### config.mk
export PLATFORM = sky130hd
export DESIGN_NAME = mem_copy_initiator
export DESIGN_NICKNAME = d
export VERILOG_FILES = /design/src/rtl/mem_copy_initiator_pkg.sv /design/src/rtl/mem_copy_initiator_mem_req_port.sv /design/src/rtl/mem_copy_initiator.sv
export SDC_FILE = /design/constraint.sdc
export NUM_CORES = 1
export LEC_CHECK = 0
export CAP_MARGIN = 10
export CORE_MARGIN = 2
export CORE_UTILIZATION = 30
export DETAILED_ROUTE_END_ITERATION = 6
export PLACE_DENSITY = 0.48
export SETUP_SLACK_MARGIN = 0.15
export SYNTH_ARGS = -nofsm -noshare
export SYNTH_HDL_FRONTEND = slang
export SYNTH_SLANG_ARGS = --single-unit
### constraint.sdc
create_clock -name clock -period 3.9 [get_ports clock]
set_input_delay 0.39 -clock clock [delete_from_list [all_inputs] [get_ports clock]]
set_output_delay 0.39 -clock clock [all_outputs]
set_load 0.01 [all_outputs]
### src/rtl/mem_copy_initiator_pkg.sv
// Shared types and constants for the memory copy/fill initiator.
package mem_copy_initiator_pkg;

    typedef enum logic [2:0] {
        ST_IDLE = 3'd0,
        ST_RD   = 3'd1,
        ST_WR   = 3'd2,
        ST_GAP  = 3'd3,
        ST_DONE = 3'd4
    } state_t;

    localparam logic [3:0]  WSTRB_READ = 4'b0000;
    localparam logic [3:0]  WSTRB_WORD = 4'b1111;
    localparam logic [31:0] WORD_BYTES = 32'd4;

    // One bus request as presented on the native memory interface.
    typedef struct packed {
        logic [31:0] addr;
        logic [31:0] wdata;
        logic [3:0]  wstrb;
    } mem_req_t;

    function automatic logic word_aligned(input logic [31:0] a);
        return a[1:0] == 2'b00;
    endfunction

endpackage

### src/rtl/mem_copy_initiator_mem_req_port.sv
// Request register stage: holds valid/addr/wdata/wstrb stable until the
// responder completes the transfer, and flags the handshake cycle.
module mem_req_port
    import mem_copy_initiator_pkg::*;
(
    input  logic        clock,
    input  logic        resetn,
    input  logic        load,
    input  mem_req_t    req,
    input  logic        mem_ready,
    output logic        mem_valid,
    output logic [31:0] mem_addr,
    output logic [31:0] mem_wdata,
    output logic [3:0]  mem_wstrb,
    output logic        hs
);

    assign hs = mem_valid & mem_ready;

    // Valid drops only on handshake; payload is loaded only while idle so it
    // cannot change under a stalled request.
    always_ff @(posedge clock) begin
        if (!resetn) begin
            mem_valid <= 1'b0;
            mem_addr  <= '0;
            mem_wdata <= '0;
            mem_wstrb <= '0;
        end else if (hs) begin
            mem_valid <= 1'b0;
        end else if (load && !mem_valid) begin
            mem_valid <= 1'b1;
            mem_addr  <= req.addr;
            mem_wdata <= req.wdata;
            mem_wstrb <= req.wstrb;
        end
    end

endmodule

### src/rtl/mem_copy_initiator.sv
// Copy/fill engine on the native memory interface. One command at a time;
// every bus handshake is followed by a single idle cycle.
module mem_copy_initiator
    import mem_copy_initiator_pkg::*;
#(
    parameter int LEN_W = 16
) (
    input  logic             clock,
    input  logic             resetn,
    input  logic             cmd_valid,
    output logic             cmd_ready,
    input  logic             cmd_fill,
    input  logic [31:0]      cmd_src,
    input  logic [31:0]      cmd_dst,
    input  logic [LEN_W-1:0] cmd_len,
    input  logic [31:0]      cmd_pattern,
    output logic             busy,
    output logic             done,
    output logic             err,
    output logic             mem_valid,
    input  logic             mem_ready,
    output logic [31:0]      mem_addr,
    output logic [31:0]      mem_wdata,
    output logic [3:0]       mem_wstrb,
    input  logic [31:0]      mem_rdata
);

    state_t           state, state_d;
    state_t           ret_q, ret_d;
    logic [31:0]      src_q, dst_q, pat_q, data_q;
    logic [LEN_W-1:0] rem_q;
    logic             fill_q;

    logic             accept, bad_cmd, hs, load;
    mem_req_t         req;

    assign accept  = cmd_valid & cmd_ready & (state == ST_IDLE);
    assign bad_cmd = !word_aligned(cmd_dst) || (!cmd_fill && !word_aligned(cmd_src));

    // Next state, return state after GAP, and the request to launch.
    always_comb begin
        state_d = state;
        ret_d   = ret_q;
        load    = 1'b0;
        req     = '{addr: dst_q, wdata: (fill_q ? pat_q : data_q), wstrb: WSTRB_WORD};
        case (state)
            ST_IDLE: begin
                if (accept && !bad_cmd) begin
                    if (cmd_len == '0) begin
                        state_d = ST_DONE;
                    end else begin
                        load = 1'b1;
                        if (cmd_fill) begin
                            state_d = ST_WR;
                            req     = '{addr: cmd_dst, wdata: cmd_pattern, wstrb: WSTRB_WORD};
                        end else begin
                            state_d = ST_RD;
                            req     = '{addr: cmd_src, wdata: 32'h0, wstrb: WSTRB_READ};
                        end
                    end
                end
            end
            ST_RD: begin
                if (hs) begin
                    state_d = ST_GAP;
                    ret_d   = ST_WR;
                end
            end
            ST_WR: begin
                if (hs) begin
                    state_d = (rem_q == LEN_W'(1)) ? ST_DONE : ST_GAP;
                    ret_d   = fill_q ? ST_WR : ST_RD;
                end
            end
            ST_GAP: begin
                state_d = ret_q;
                load    = 1'b1;
                if (ret_q == ST_RD)
                    req = '{addr: src_q, wdata: 32'h0, wstrb: WSTRB_READ};
            end
            ST_DONE: state_d = ST_IDLE;
            default: state_d = ST_IDLE;
        endcase
    end

    // State register.
    always_ff @(posedge clock) begin
        if (!resetn) begin
            state <= ST_IDLE;
            ret_q <= ST_IDLE;
        end else begin
            state <= state_d;
            ret_q <= ret_d;
        end
    end

    // Command latch, address/length counters and read-data capture.
    always_ff @(posedge clock) begin
        if (!resetn) begin
            src_q  <= '0;
            dst_q  <= '0;
            pat_q  <= '0;
            data_q <= '0;
            rem_q  <= '0;
            fill_q <= 1'b0;
        end else begin
            if (accept && !bad_cmd) begin
                src_q  <= cmd_src;
                dst_q  <= cmd_dst;
                pat_q  <= cmd_pattern;
                rem_q  <= cmd_len;
                fill_q <= cmd_fill;
            end
            if (state == ST_RD && hs) begin
                data_q <= mem_rdata;
                src_q  <= src_q + WORD_BYTES;
            end
            if (state == ST_WR && hs) begin
                dst_q <= dst_q + WORD_BYTES;
                rem_q <= rem_q - LEN_W'(1);
            end
        end
    end

    // Registered status outputs, decoded from the state being entered.
    always_ff @(posedge clock) begin
        if (!resetn) begin
            cmd_ready <= 1'b0;
            busy      <= 1'b0;
            done      <= 1'b0;
            err       <= 1'b0;
        end else begin
            cmd_ready <= (state_d == ST_IDLE);
            busy      <= (state_d == ST_RD) || (state_d == ST_WR) || (state_d == ST_GAP);
            done      <= (state_d == ST_DONE);
            err       <= accept && bad_cmd;
        end
    end

    mem_req_port u_port (
        .clock     (clock),
        .resetn    (resetn),
        .load      (load),
        .req       (req),
        .mem_ready (mem_ready),
        .mem_valid (mem_valid),
        .mem_addr  (mem_addr),
        .mem_wdata (mem_wdata),
        .mem_wstrb (mem_wstrb),
        .hs        (hs)
    );

endmodule

# Yosys cells after proc, flatten, opt, wreduce, memory -nomap -nowiden
# Index checks and enable logic that the tools add are counted.
[word_totals] regBits=224 inputBits=149
[op_classes] add_sub_neg=3 n_eq_ne=11 muxes=26 n_bitwise=5 reduce_logical=25
[op_table] operator="$mux W68" n=4
[op_table] operator="$mux W32" n=5
[op_table] operator="$pmux W68 S2" n=1
[op_table] operator="$add A32 B3 Y32 const B" n=2
[op_table] operator="$mux W16" n=2
[op_table] operator="$mux W3" n=7
[op_table] operator="$eq A16 B1 Y1 const B" n=1
[op_table] operator="$logic_not A16 Y1" n=1
[op_table] operator="$sub A16 B1 Y16 const B" n=1
[op_table] operator="$eq A3 B2 Y1 const B" n=4
[op_table] operator="$pmux W3 S4" n=1
[op_table] operator="$eq A3 B1 Y1 const B" n=3
[op_table] operator="$logic_and A1 B1 Y1" n=6
[op_table] operator="$logic_not A3 Y1" n=2
[op_table] operator="$pmux W3 S2" n=1
[op_table] operator="$reduce_bool A2 Y1" n=3
[op_table] operator="$logic_not A1 Y1" n=5
[op_table] operator="$logic_not A2 Y1" n=2
[op_table] operator="$mux W2" n=2
[op_table] operator="$ne A2 B2 Y1 const B" n=2
[op_table] operator="$and A1 B1 Y1" n=3
[op_table] operator="$eq A3 B3 Y1 const B" n=1
[op_table] operator="$logic_or A1 B1 Y1" n=3
[op_table] operator="$reduce_and A3 Y1" n=1
[op_table] operator="5 further kinds" n=7

# Depth between registers and ports, before layout
[logic_depth] depth_word=11 mapped_depth=8 mapped_depth_nobuf=6

# Modules after synthesis
# Synthesis repeated with hierarchy kept, for this count alone.
[hier_totals] hier_cells=1407 hier_area_um2=11263.3
[by_module_without_submodules] mod="mem_copy_initiator" instances=1 cells_each=1107 area_per_inst_um2=8520.7
[by_module_without_submodules] mod="mem_req_port" instances=1 cells_each=300 area_per_inst_um2=2742.6

# Worst setup path after synthesis
# OpenSTA, ideal clock, no wires.
[synth_timing] path_kind="flip-flop to flip-flop" startpoint="register rem_q[2]" endpoint="register rem_q[15]" arrival_ns=2.208 required_time_ns=3.768 path_slack_ns=1.559 stages_incl_launch_ff=8 n_path_buf=2 synth_period_minus_slack_ns=2.341 cell_sequence="dfxtp_1 or4_1 buf_2 or4_1 buf_2 or4_1 nand3_1 a31oi_1"
[synth_between] elab_chain_cells=2
[synth_lines] element="from (decl)" line_no="mem_copy_initiator.sv:31" rtl="logic [LEN_W-1:0] rem_q;"
[synth_lines] element="from (signal assigned)" line_no="mem_copy_initiator.sv:111" rtl="rem_q <= cmd_len;"
[synth_lines] element="from (signal assigned)" line_no="mem_copy_initiator.sv:120" rtl="rem_q <= rem_q - LEN_W'(1);"
[synth_lines] element="$sub A16 B1 Y16" line_no="mem_copy_initiator.sv:120"
[synth_lines] element="$mux W16" line_no="mem_copy_initiator.sv:118" rtl="if (state == ST_WR && hs) begin"
# Every way passes these cells.
# A chain may end at the register's enable or synchronous reset.

# Worst setup path in the final report
[layout_timing] startpoint="register state[1]" endpoint="register u_port.mem_wdata[13]"
[layout_between] elab_chain_cells=7
[layout_lines] element="from (decl)" line_no="mem_copy_initiator.sv:28" rtl="state_t state, state_d;"
[layout_lines] element="from (signal assigned)" line_no="mem_copy_initiator.sv:92" rtl="state <= state_d;"
[layout_lines] element="$logic_not A3 Y1" line_no="mem_copy_initiator.sv:37, mem_copy_initiator.sv:46"
[layout_lines] element="$and A1 B1 Y1" line_no="mem_copy_initiator.sv:37" rtl="assign accept = cmd_valid & cmd_ready & (state == ST_IDLE);"
[layout_lines] element="$logic_and A1 B1 Y1" line_no="mem_copy_initiator.sv:48" rtl="if (accept && !bad_cmd) begin"
[layout_lines] element="$mux W1" line_no="mem_copy_initiator.sv:48"
[layout_lines] element="$pmux W1 S2" line_no="mem_copy_initiator.sv:46" rtl="case (state)"
[layout_lines] element="$logic_and A1 B1 Y1" line_no="mem_copy_initiator_mem_req_port.sv:30" rtl="end else if (load && !mem_valid) begin"
[layout_lines] element="$reduce_and A2 Y1 (no source line)"
[layout_lines] element="to (signal assigned)" line_no="mem_copy_initiator_mem_req_port.sv:33" rtl="mem_wdata <= req.wdata;"
[layout_lines] element="to (decl)" line_no="mem_copy_initiator_mem_req_port.sv:13" rtl="output logic [31:0] mem_wdata,"
# Several ways; a longest one is shown, not always the timed one.

==> results <==
- The flow ran to the end, and the final reports show no timing, DRC or antenna violations.
- The final number of hold-violating endpoints is 0.
- Of all nets on the critical path, the largest fanout is 22.
- The critical path required time is 4.33 ns.
- The number of rows created at floorplan is 70.
- The post-cts repair resize count is 0.
- Summing the areas of all fa, ha and maj instances in the mapped netlist gives 0.446% of the synthesized area.
- The number of antenna violations at the first check in global routing came to 3.
- By area, the combinational part of the netlist is dominated by compound AO/OA/AOI/OAI gates.
- Across the run, the number of max-cap violations was 0.
- The post-synthesis compound-gate area fraction is 25.9%.
- The final routed wirelength across all metal layers is 42,800 um.
- Of the post-synthesis cell area, the part taken by muxes is 6.02%.
- By count the netlist is led by sky130_fd_sc_hd__nand2_1, sky130_fd_sc_hd__dfxtp_1, sky130_fd_sc_hd__a21oi_1.
- For the pin with the worst max-slew slack, the measured transition is 1.15 ns.
- The iteration count of the initial detailed-routing pass is 5.
- sky130_fd_sc_hd__nand2_1 is the most common cell in the netlist.
- The count of nets left with antenna violations after detail routing is 0.
- The worst-case IR drop observed on VDD is 0.315 mV.
- The number of sinks handled by clock tree synthesis is 220.
- The worst reg2reg path endpoint is u_port.mem_wdata[13].
- The detailed placer's ending HPWL is 28,300 um.
- In the synthesized netlist the async set-or-reset flop fraction comes to 0%.
- The number of distinct library cells after synthesis is 62.
- The maximum level of the CTS H-tree is 1.
- Clock latency on the worst-skew pair, taken at its later pin, is 0.54 ns.
- For this run, the number of Yosys warnings is 0.
- The final-report setup violation count is 0.
- The floorplan die area is 39,000 um2.
- The largest net degree at the start of global routing is 61.
- The static leakage is 5.72 nW.
- The worst setup path is captured at a flop.
- The detailed-route vias per instance is 5.56.
- Counting instances, the worst hold path has a depth of 3.
- The total nets after synthesis is 1,577.
- After detailed routing, the number of remaining DRC violations is 0.
- In this run the biggest area consumer among cell types represents 39.2% of the synthesized area.
- Wire segments on met2 add up to 19,400 um in the final route.
- In this run the cell area measured after placement is 13,900 um2.
- The worst min-delay path class is in -> reg.
- The XOR/XNOR share of the synthesized area is 0.156%.
- The number of hold buffers added after cts is 0.
- At the end of routability-driven placement, the weighted congestion stood at 0.811.
- The total core area is 36,700 um2.
- The count of pins over their slew limit is 0.
- Global routing used 21.6% of the available tracks.
- In the post-synthesis netlist, the biggest area contributors are sky130_fd_sc_hd__dfxtp_1, sky130_fd_sc_hd__nand2_1, sky130_fd_sc_hd__a21oi_1.
- The startpoint identified for the worst register-to-register timing path is state[1].
- The detailed router put a total of 19,300 um of wire on met1.
- The global-route congestion overflow total is 0.
- The effective utilization at floorplan is 30.6%.
- The finished cells cover 15,000 um2.
- Data arrives at the worst endpoint at 3.15 ns.
- The detailed router used layers up to and including met5.
- Clock-pin slew was measured on the worst setup and hold paths at 0.06 ns.
- The number of flops mapped to enable cells by yosys is 0.
- The setup TNS is 0 ns.
- In this run the count of I/O pins placed on the die edge is 222.
- Clock skew on the completed layout was measured at 0.0149 ns.
- Subtracting the final worst setup slack from the clock period gives 2.72 ns.
- The type of the setup path with the least slack is reg -> reg.
- For this block, the via count after detailed routing is 11.5k.
- Post-CTS timing repair inserted 0 buffers for setup.
- The internal reg-to-reg setup slack is 1.18 ns.
- Of the total synthesized cell area, the portion taken by AND, OR, NAND and NOR gates is 23.1%.
- The count of port buffers added during placement is 221.
- Fill cells in the final layout number 3,720.
- The post-route netlist has 7.30% of its cells at a drive strength greater than 1.
- The met3 layer wire length in the routed design is 2790 um.
- The via count of the first global-routing pass was 11.5k.
- The leading area contributor after synthesis is sky130_fd_sc_hd__dfxtp_1.
- For this block, the initial DRC count from the detailed router was 676.
- Setup repair after global routing left no endpoint under its margin.
- The number of instances in the synthesized netlist is 1,424.
- The TritonCTS clock tree is yes.
- The number of clock buffers added by TritonCTS is 28.
- The post-synthesis cell area is 11,200 um2.
- For hold timing, the worst endpoint is data_q[6].
- The startpoint identified for the worst hold timing path is mem_rdata[6].
- The sequential cell area is 4410 um2.
- The power density of the placed cells is 388 nW/um2.
- The relative slew slack is 23.2%.
- For this run, the top clock speed supported by timing is 0.368 GHz.
- The CTS root buffer is sky130_fd_sc_hd__clkbuf_16.
- The logic depth of the worst register-to-register path is 6.
- The height of the chip is 197 um.
- The final net count is 1,733.
- Measured along the x axis, the die boundary spans 197 um.
- The worst setup path is launched from a flop.
- The first global-routing pass estimated 66,600 um of wire.
- The layout overhead on the synthesized area is 33.5%.
- The worst-case clock buffer depth is 3.
- Sequential cells were found to cover 39.2% of the synthesized design area.
- The most used flip-flop cell after synthesis is sky130_fd_sc_hd__dfxtp_1.
- Synthesis inferred 220 register bits.
- The share of the cycle needed by the critical path after routing is 69.7%.
- The post-synthesis average cell area is 7.89 um2.
- The routed wire length per instance is 20.6 um.
- The area taken by multi-input logic gates is 6300 um2.
-- routing by layer --
metal  vias to the layer above  global-route usage, %
li1                       5563                      -
met1                      5532                   28.5
met2                       337                   35.1
met3                        78                   4.64
met4                         2                   6.63
met5                         -                      0
-- sequential cells by signal, summed over array words and instances (netlist names) --
name              flops
busy                  1
cmd_ready             1
data_q               32
done                  1
dst_q                32
err                   1
fill_q                1
pat_q                32
rem_q                16
ret_q                 2
src_q                32
state                 3
u_port.mem_addr      32
u_port.mem_valid      1
u_port.mem_wdata     32
u_port.mem_wstrb      1
-- kinds of logic (layout without fill, tap and decap cells) --
logic type               Yosys count  after routing
AND/OR/NAND/NOR                  545            545
AO/OA/AOI/OAI                    434            434
flip-flops                       220            220
buffers and inverters            152            330
multiplexers                      67             67
adder cells (fa/ha/maj)            4              4
XOR/XNOR                           2              2
other                              0              2
-- worst max path at each step --
stage | start | endpoint | slack [ns] | cells past startpoint
final | state[1] | u_port.mem_wdata[13] | 1.18 | 6
after floorplan | rem_q[2] | rem_q[15] | 1.56 | 7
after CTS | state[1] | u_port.mem_wdata[13] | 1.15 | 6
after global placement | cmd_src[1] | src_q[25] | 1.02 | 6
after detailed placement | cmd_src[1] | u_port.mem_wdata[13] | 0.99 | 7
after global routing | state[1] | u_port.mem_wdata[15] | 0.91 | 6
-- final cells by class --
class / count / area share (%)
antenna: 2 / 0.0334
clock buffer: 38 / 5.60
clock inverter: 14 / 1.65
inverter: 18 / 0.467
multi-input combinational: 1052 / 42.0
sequential: 220 / 29.4
tap: 468 / 3.91
timing repair buffer: 260 / 16.9
-- report_power, final --
| part | internal (W) | total (W) | switching [W] | leakage, nW |
|---|---|---|---|---|
| Combinational | 0.000249 | 0.000480 | 0.000231 | 3.40 |
| Clock | 0.00196 | 0.00301 | 0.00105 | 0.539 |
| Sequential | 0.00229 | 0.00232 | 0.0000363 | 1.78 |
| Total | 0.00450 | 0.00581 | 0.00132 | 5.72 |
-- placed cells by master, fill, tap and decap left out, drive strengths merged, types with 27 or more instances in the layout --
| cell type | netlist | routed |
|---|---|---|
| a21o | 32 | 32 |
| a21oi | 182 | 182 |
| a31oi | 39 | 39 |
| and3 | 42 | 42 |
| buf | 19 | 41 |
| clkbuf | 115 | 38 |
| clkdlybuf4s50 | 0 | 219 |
| dfxtp | 220 | 220 |
| mux2i | 63 | 63 |
| nand2 | 262 | 262 |
| nand3 | 39 | 39 |
| nand4 | 33 | 33 |
| nor2 | 48 | 48 |
| nor3 | 52 | 52 |
| o211a | 27 | 27 |
| o21ai | 31 | 31 |
| o311a | 32 | 32 |
-- metrics by stage --
stage / setup WS [ns] / instances / hold WS (ns) / util [%] / power, W
final: 1.18 / 2072 / 0.395 / 40.8 / 0.00581
after global routing: 0.909 / 2070 / 0.390 / 40.8 / 0.00600
after detailed placement: 0.985 / 2018 / 0.446 / 37.9 / 0.00285
after floorplan: 1.56 / 1424 / 0.433 / - / 0.00255
after CTS: 1.15 / 2070 / 0.374 / 40.8 / 0.00587
after global placement: 1.02 / 2018 / 0.440 / 37.9 / 0.00285
-- worst max-delay path: stages (launching register included) --
cell and delay (ns):
sky130_fd_sc_hd__dfxtp_1 0.45, sky130_fd_sc_hd__nor3_1 0.63, sky130_fd_sc_hd__o2111ai_4 0.28, sky130_fd_sc_hd__nor2_4 0.48
sky130_fd_sc_hd__buf_4 0.32, sky130_fd_sc_hd__nor3_1 0.08, sky130_fd_sc_hd__o311a_1 0.36
No activity file was read; power rests on OpenSTA's default activity.
==> RTL edit: new RTL, same settings <==
Reset style: asynchronous (`resetn`), changed in 4 clocked blocks.
--- a/src/rtl/mem_copy_initiator_mem_req_port.sv
+++ b/src/rtl/mem_copy_initiator_mem_req_port.sv
@@ -19,7 +19,7 @@
 
     // Valid drops only on handshake; payload is loaded only while idle so it
     // cannot change under a stalled request.
-    always_ff @(posedge clock) begin
+    always_ff @(posedge clock or negedge resetn) begin
         if (!resetn) begin
             mem_valid <= 1'b0;
             mem_addr  <= '0;
--- a/src/rtl/mem_copy_initiator.sv
+++ b/src/rtl/mem_copy_initiator.sv
@@ -84,7 +84,7 @@
     end
 
     // State register.
-    always_ff @(posedge clock) begin
+    always_ff @(posedge clock or negedge resetn) begin
         if (!resetn) begin
             state <= ST_IDLE;
             ret_q <= ST_IDLE;
@@ -95,7 +95,7 @@
     end
 
     // Command latch, address/length counters and read-data capture.
-    always_ff @(posedge clock) begin
+    always_ff @(posedge clock or negedge resetn) begin
         if (!resetn) begin
             src_q  <= '0;
             dst_q  <= '0;
@@ -123,7 +123,7 @@
     end
 
     // Registered status outputs, decoded from the state being entered.
-    always_ff @(posedge clock) begin
+    always_ff @(posedge clock or negedge resetn) begin
         if (!resetn) begin
             cmd_ready <= 1'b0;
             busy      <= 1'b0;
Check against the original RTL: differs if resetn is asserted again (counterexample within 4 cycles, from zero or initial values and one cycle with resetn low); with resetn held inactive, the same outputs for 4 cycles.
==> RTL edit against the unedited design <==
Area after synthesis rose by 7.4%. Sequential cell count did not move. Largest cell class unchanged. Final area grew 5.0%. Worst setup slack lost 0.26 ns. Wire length up 12%.
Power is not compared: it rests on default switching activity, and its combinational part moved more than twofold at a synthesized area within 25%.
==> RTL edit: results (changes against the unedited design) <==
Status
  • Status: complete, no violations

Synth
  • Cells after Synth: 1369 (-3.9%)
  • Synth Net Count: 1522 (-3.5%)
  • Synth Flop Type: dfrtp_1
  • Netlist cell types: 71 (+15%)
  • Synth async-reset ratio: 1.00 (+1.00)
  • Synth area leaders: dfrtp_1, nand2_1, mux2i_1
  • Top cells by count, synth: nand2_1, dfrtp_1, clkbuf_1, o21ai_0, nand3_1

STA
  • Setup Skew: 0.0130 ns (-0.00182 ns)
  • Tightest Pin Transition: 1.23 ns (+0.0850 ns)

Worst setup path
  • Critical path's largest stage delay: 0.59 ns (-0.04 ns)
  • Critical path arrival: 3.45 ns (+0.30 ns)
  • Critical path's slowest cell: o2111a_4

Pwr
  • P_leak: 0.00646 µW
  • Clock share of power: 0.225

Min path
  • Worst min path class: input port to flop

Route
  • Vias/cell: 5.63 (+1.4%)
  • Routed via count: 11.7k (+1.8%)
  • DR iter-0 viols: 1055 (+56%)
  • Pre-Repair DR Iteration Count: 6 (+1)
  • Drt total wl: 47700 µm (+12%)

Placement
  • Pre-CTS setup slack: 0.404 ns (-0.581 ns)
  • Gp weighted congestion: 0.814 (+0.27%)
  • # placed instances: 2028 (+0.50%)
  • Detail Placement HPWL: 31200 µm (+10%)

Global routing
  • First-pass GRT wire length: 73100 µm (+9.8%)
  • Total Routing Usage GR: 0.225 (+0.00981)
  • Initial antenna violation count: 0 (-3)
  • Largest net degree at the start of global routing: 103 (+69%)

Final layout
  • Nets: 1687 (-2.7%)
  • Ant. Diodes: 0 (-2)
  • Share of cells above drive strength 1: 0.0778 (+0.00473)
-- RTL edit: changes by cell type after synthesis, moves of 19 or more --
cell,change
a2111oi_0,+19
a21o_1,-28
a21oi_1,-163
a2bb2oi_1,+31
dfrtp_1,+220
dfxtp_1,-220
nand2_1,+62
o211a_1,-27
o211ai_1,+30
o21ai_0,+58
o311a_1,-31
o311ai_0,+24
-- RTL edit: layout make-up --
| type | instances | area (µm²) |
|---|---|---|
| multi-input cells | 1014 | 6090 |
| fillers | 3968 | 24000 |
| clock inverters | 6 | 43.8 |
| flip-flops and latches | 220 | 5510 |
| clock buffers | 46 | 858 |
| inverters | 15 | 56.3 |
| repair buffers | 255 | 2520 |
| well taps | 525 | 657 |
-- RTL edit: path summary, 6_finish.rpt --
check                                      start                              end  slack (ns)
setup / recovery              state[1]$_DFF_PN0_  u_port.mem_addr[25]$_DFFE_PN0P_        0.93
hold / removal                          cmd_fill               fill_q$_DFFE_PN0N_        0.27
setup reg to reg              state[1]$_DFF_PN0_  u_port.mem_addr[25]$_DFFE_PN0P_        0.93
hold reg to reg            pat_q[16]$_DFFE_PN0N_            pat_q[16]$_DFFE_PN0N_        0.47
max in group asynchronous                 resetn             rem_q[7]$_DFFE_PN0P_        2.35
min in group asynchronous                 resetn  u_port.mem_addr[29]$_DFFE_PN0P_        0.42
-- RTL edit: kinds of logic after synthesis --
family / count (synthesis) / synth area share
adders and majority gates: 4 / 0.00415
AOI/OAI and AO/OA: 367 / 0.217
muxes: 63 / 0.0540
buffers and inverters: 135 / 0.0437
xor gates and xnor gates: 5 / 0.00363
DFF: 220 / 0.457
and+or+nand+nor: 575 / 0.221
-- RTL edit: routing by layer --
metal / vias up / part of all wire / global-route usage
li1: 5428 / - / -
met3: 58 / 0.055 / 0.0239
met5: - / 0 / 0
met2: 409 / 0.45 / 0.347
met1: 5829 / 0.47 / 0.335
met4: 0 / 0.023 / 0.0603
-- RTL edit: through the flow --
| step | hold slack, ns | cell area (µm²) | util | power (µW) |
|---|---|---|---|---|
| final | 0.270 | 15700 | 0.396 | 11200 |
| after global placement | 0.452 | 14800 | 0.373 | 8670 |
| after detailed placement | 0.457 | 14800 | 0.373 | 8720 |
| after floorplan | 0.0944 | 12100 | - | 6640 |
| after CTS | 0.245 | 15700 | 0.396 | 11300 |
| after global routing | 0.266 | 15700 | 0.396 | 12000 |
-- RTL edit: timing repair --
action,in CTS,in global routing
hold buffers,1,0
resized for setup,0,0
endpoints found under the hold margin,82,0
-- RTL edit: critical path: cells and delay by family (launching register included) --
kind,cells,cell delay [ns]
buf+inv,1,0.50
flops,1,0.52
simple gates,2,0.62
compound gates,3,1.24
